`config.mk`:
```
export PLATFORM = sky130hd
export DESIGN_NAME = checkpoint_barrier
export DESIGN_NICKNAME = d
export VERILOG_FILES = /design/src/rtl/checkpoint_barrier.sv
export SDC_FILE = /design/constraint.sdc
export NUM_CORES = 1
export LEC_CHECK = 0
export ABC_AREA = 1
export CORE_ASPECT_RATIO = 0.9
export CORE_MARGIN = 4
export CORE_UTILIZATION = 33
export CTS_CLUSTER_DIAMETER = 30
export CTS_CLUSTER_SIZE = 25
export DETAILED_ROUTE_END_ITERATION = 8
export GPL_TIMING_DRIVEN = 1
export HOLD_SLACK_MARGIN = 0.15
export PLACE_DENSITY_LB_ADDON = 0.15
export SLEW_MARGIN = 15
export SYNTH_ARGS = -nofsm -noshare
export SYNTH_HDL_FRONTEND = slang
export SYNTH_SLANG_ARGS = --single-unit
export TNS_END_PERCENT = 20
```
`constraint.sdc`:
```
create_clock -name clk -period 1.8 [get_ports clk]
set_input_delay 0.36 -clock clk [delete_from_list [all_inputs] [get_ports clk]]
set_output_delay 0.36 -clock clk [all_outputs]
set_load 0.02 [all_outputs]
```
`src/rtl/checkpoint_barrier.sv`:
```
// checkpoint_barrier
//
// Turns a checkpoint request into per-core interrupts, collects each core's
// acknowledgement over an Avalon-MM slave, pulses barrier_done once every
// core has acknowledged, and raises a sticky timeout when the window expires
// first. At most one further request is queued while a barrier is running.
//
// Ports:
//   clk, reset        system clock, synchronous active-high reset
//   checkpoint_req    level request; its rising edge starts a barrier
//   avs_*             Avalon-MM slave, zero read latency, combinational readdata
//   core_irq          per-core checkpoint interrupt
//   barrier_done      one-cycle completion pulse
//   barrier_timeout   sticky timeout flag
//
// state | meaning
// ------+-------------------------------------------------------------
// IDLE  | no barrier active; starts on a trigger or a queued request
// WAIT  | interrupts raised, collecting acks, timeout counter running
// DONE  | all cores acknowledged; completion pulse, epoch advances
// TMO   | window expired; interrupts dropped until software clears

module checkpoint_barrier #(
   parameter int NUM_CORES      = 2,
   parameter int TIMEOUT_CYCLES = 1024
) (
   input  logic                 clk,
   input  logic                 reset,
   input  logic                 checkpoint_req,
   input  logic [7:0]           avs_address,
   input  logic                 avs_write,
   input  logic [31:0]          avs_writedata,
   input  logic                 avs_read,
   output logic [31:0]          avs_readdata,
   output logic [NUM_CORES-1:0] core_irq,
   output logic                 barrier_done,
   output logic                 barrier_timeout
);

   localparam logic [1:0] S_IDLE = 2'd0;
   localparam logic [1:0] S_WAIT = 2'd1;
   localparam logic [1:0] S_DONE = 2'd2;
   localparam logic [1:0] S_TMO  = 2'd3;

   localparam logic [15:0]          CNT_LAST = 16'(TIMEOUT_CYCLES - 1);
   localparam logic [NUM_CORES-1:0] ALL_ACK  = '1;

   logic [1:0]           state;
   logic                 req_q;
   logic [NUM_CORES-1:0] ack_vec;
   logic [15:0]          cnt;
   logic [15:0]          epoch;
   logic                 pending;
   logic                 overrun;
   logic                 timeout;

   logic                 wr_ctrl;
   logic                 wr_ack;
   logic                 clr_tmo;
   logic                 clr_ovr;
   logic                 trig;
   logic [NUM_CORES-1:0] ack_next;

   assign wr_ctrl  = avs_write && (avs_address == 8'd0);
   assign wr_ack   = avs_write && (avs_address == 8'd1);
   assign clr_tmo  = wr_ctrl && avs_writedata[0];
   assign clr_ovr  = wr_ctrl && avs_writedata[1];
   assign trig     = (checkpoint_req && !req_q) || (wr_ctrl && avs_writedata[2]);

   // Ack bits above NUM_CORES fall away by taking only the low slice.
   assign ack_next = wr_ack ? (ack_vec | avs_writedata[NUM_CORES-1:0]) : ack_vec;

   always_ff @(posedge clk) begin
      if (reset) begin
         state    <= S_IDLE;
         // Loading the live request during reset means a request already
         // high at release is not mistaken for a new edge.
         req_q    <= checkpoint_req;
         ack_vec  <= '0;
         cnt      <= '0;
         epoch    <= '0;
         pending  <= 1'b0;
         overrun  <= 1'b0;
         timeout  <= 1'b0;
         core_irq <= '0;
      end else begin
         req_q <= checkpoint_req;

         if (clr_ovr) begin
            overrun <= 1'b0;
         end

         // A request arriving mid-barrier is queued once; a second one is
         // dropped and recorded as an overrun.
         if (trig && (state != S_IDLE)) begin
            if (pending) begin
               overrun <= 1'b1;
            end else begin
               pending <= 1'b1;
            end
         end

         case (state)
            S_IDLE: begin
               if (trig || pending) begin
                  state    <= S_WAIT;
                  core_irq <= '1;
                  ack_vec  <= '0;
                  cnt      <= '0;
                  pending  <= 1'b0;
               end
            end
            S_WAIT: begin
               ack_vec  <= ack_next;
               core_irq <= ~ack_next;
               cnt      <= cnt + 16'd1;
               // Completion is checked first so a final ack on the last
               // allowed cycle still counts.
               if (ack_next == ALL_ACK) begin
                  state <= S_DONE;
               end else if (cnt == CNT_LAST) begin
                  state    <= S_TMO;
                  core_irq <= '0;
                  timeout  <= 1'b1;
               end
            end
            S_DONE: begin
               epoch <= epoch + 16'd1;
               state <= S_IDLE;
            end
            default: begin
               core_irq <= '0;
               if (clr_tmo) begin
                  timeout <= 1'b0;
                  state   <= S_IDLE;
               end
            end
         endcase
      end
   end

   assign barrier_done    = (state == S_DONE);
   assign barrier_timeout = timeout;

   logic [7:0] ack_ext;

   always_comb begin
      ack_ext                  = '0;
      ack_ext[NUM_CORES-1:0]   = ack_vec;
      avs_readdata             = '0;
      case (avs_address)
         8'd0:    avs_readdata = {epoch, ack_ext, 3'b000, overrun, pending, timeout, state};
         8'd2:    avs_readdata = {16'd0, cnt};
         default: avs_readdata = '0;
      endcase
   end

   // Reads have no side effects and the mux is always live, so the strobe
   // and the upper write-data bits carry no information here.
   logic unused_ok;
   assign unused_ok = &{1'b0, avs_read, avs_writedata};

endmodule
```
==> reports/metrics.yaml <==
grt_overflow: 0
io_pins: 81
routed_wl_mm: 7.27
drcViolationCount: 0
hold_violations: 0
grt_pass1_vias: 2538
async_flop_share_pct: 0
synth_seq_cells: 42
grt_util_all_layers_pct: 16.2
synth_ff_type: "dfxtp_1"
viasPerCell: 4.92
r2r_start: "state[0]"
syn_area_per_cell_sq_um: 6.33
synth.distinct_cells: 29
start_util_pct: 34.8
rsz0062_at_grt: "true"
wl_per_cell_um: 12.9
crit_start: "avs_address[6]"
worst_path_largest_cell_delay_ns: 0.18
synth_largest_area_cell: "dfxtp_1"
numClockSinks: 42
gp_congestion: 0.834
synth_area_leaders: "dfxtp_1 (33%), nand3_1 (11%), nand2_1 (11%)"
ys_seq_area_share_pct: 33.4
fin_hold_ws_ns: 0.466
postRouteAntennaNets: 0
use_met1_pct: 23.5
p_leak_nw: 1.40
crit_path_max_fanout: 8
slew_viol_final: 0
coreArea_sq_um: 7220
finalCriticalPeriod_ns: 1.74
skew_ns: 0.00960
htreeDepth: 2
yosys_warnings: 0
detail_route.iter0.violations: 176
numCtsBuffers: 5
drt_first_pass_iters: 4
fmaxAchievable_mhz: 573
clk_path_buf_depth: 2
die_x_um: 100
hold_buffers: 0
critPathTopFamily: "buffers and inverters"
top_usage_layer: "met2"
min_from: "epoch[14]"
synthCells: 397
hold_class: "flip-flop to flip-flop"
fin_util_pct: 48.2
antennaDiodeCount: 0
crit_type: "input pin to output pin"
fp-row-count: 29
synth_edf_count: 0
grt_max_degree: 18
peakVddDrop_mv: 0.345
antenna_found_initial: 0
final-setup-viol-count: 0
grt_pass1_wl_mm: 12.2
critPathCaptureType: "output pin"
synth_top_area_share_pct: 33.4
final_nets: 518
die_h_um: 90.8
vias: 2778
grtUsageMet3_pct: 3.55
powerDensity_nw_per_um2: 615
final_common_cell: "nand2_1"
worstPathCellList: "clkdlybuf4s15_1, nor2_1, nand2_2, inv_2, nand3_4, buf_12, o21ai_4, buf_6"
cts-root-buf: "clkbuf_8"
syn2layout_area_growth_pct: 38.4
syn_area_sq_um: 2510
cp_num_buf_inv: 4
nFillCells: 757
worst_ep_required_time_ns: 1.44
seqCellArea_sq_um: 841
drive_gt1_share_pct: 22.7
layout_common_cells: "nand2_1 (70), nand3_1 (55), inv_1 (53)"
post-route-period-util_pct: 96.9
status: "finished clean"
synth_fp_nets: 444
multiInputGateArea_sq_um: 1520
cts_tree: "yes"
ff2ff_setup_slack_ns: 0.16
hpwl_mm: 5.40
port_buffers: 50
clk_pin_slew_ns: 0.09
setup_tns_ns: 0
crit_path_top_delay_cell: "buf_12"
cp.arrival_ns: 1.38
drv_cap: 0
tightest_slew_ns: 0.458
crit_path_start_kind: "input pin"
grt_use_met2_pct: 24.5
max_slew_margin_pct: 69.2
clk_latency_ns: 0.30
dieArea_sq_um: 9080
## metal layers
metal | share of wire, % | wire length (um)
met5 | 0 | 0
met4 | 0.67 | 49
met3 | 5.4 | 394
met2 | 46 | 3320
met1 | 48 | 3500
## worst paths after layout
check / cells past startpoint / endpoint
worst max-delay path: 8 / avs_readdata[2]
worst min-delay path: 2 / epoch[14]
worst max register to register: 6 / core_irq[0]
worst min register to register: 2 / epoch[14]
## synthesized netlist by cell type (2+ instances only)
master	count
a21oi_1	34
buf_2	2
clkbuf_1	7
dfxtp_1	42
ha_1	2
inv_1	55
nand2_1	71
nand2_2	3
nand2_4	3
nand3_1	56
nand3_2	2
nand4_1	11
nor2_1	58
nor2_4	4
nor3_1	11
nor3_2	3
o21a_1	2
o21ai_0	16
o22ai_1	4
xor2_1	2
## sequential cells by signal, indices dropped and copies added (netlist names)
register	flops
req_q	1
barrier_timeout	1
overrun	1
state	2
core_irq	2
epoch	16
cnt	16
pending	1
ack_vec	2
## power breakdown
group | internal [mW] | switching [mW] | leakage (nW)
registers | 0.960 | 0.0290 | 0.340
logic | 0.152 | 0.240 | 1.00
clock network | 0.409 | 0.350 | 0.0579
## kinds of logic (layout without fill, tap and decap cells)
family                     after synthesis  in the layout  share of synthesized area [%]
AOI/OAI and AO/OA                       57             57                           11.8
xor gates and xnor gates                 2              2                          0.697
adders and majority gates                2              2                          0.995
buffers and inverters                   69            144                           10.7
DFF                                     42             42                           33.4
and+or+nand+nor                        225            225                           42.4
## layout make-up
type	instances	share of cell area, %
well taps	93	3.35
flip-flops and latches	42	24.2
clock buffers	5	1.98
multi-input cells	286	43.8
inverters	58	6.33
clock inverters	3	1.15
repair buffers	78	19.2
## tightest hold or removal path: cells and delay by family, from the launching register on
family / cells / cell delay [ns]
flops: 1 / 0.32
simple gates: 1 / 0.06
compound gates: 1 / 0.05
## what timing repair did
| item | in CTS | in global routing |
|---|---|---|
| pin swaps | 11 | 8 |
| cloned | 1 | 0 |
| setup buffers | 1 | 0 |
| resized for setup | 200 | 14 |
| endpoints found under the setup margin | 33 | 22 |
## metrics by stage
stage	instance area [sq um]	setup slack, ns	instances	power [mW]
global route	3480	-0.0372	565	2.24
floorplan	2510	0.0776	397	1.22
CTS	3440	0.0190	565	2.15
finish	3480	0.0561	565	2.14
global placement	3290	-0.687	555	1.39
detailed placement	3290	-0.727	555	1.39
(Power assumes the default switching activity.)
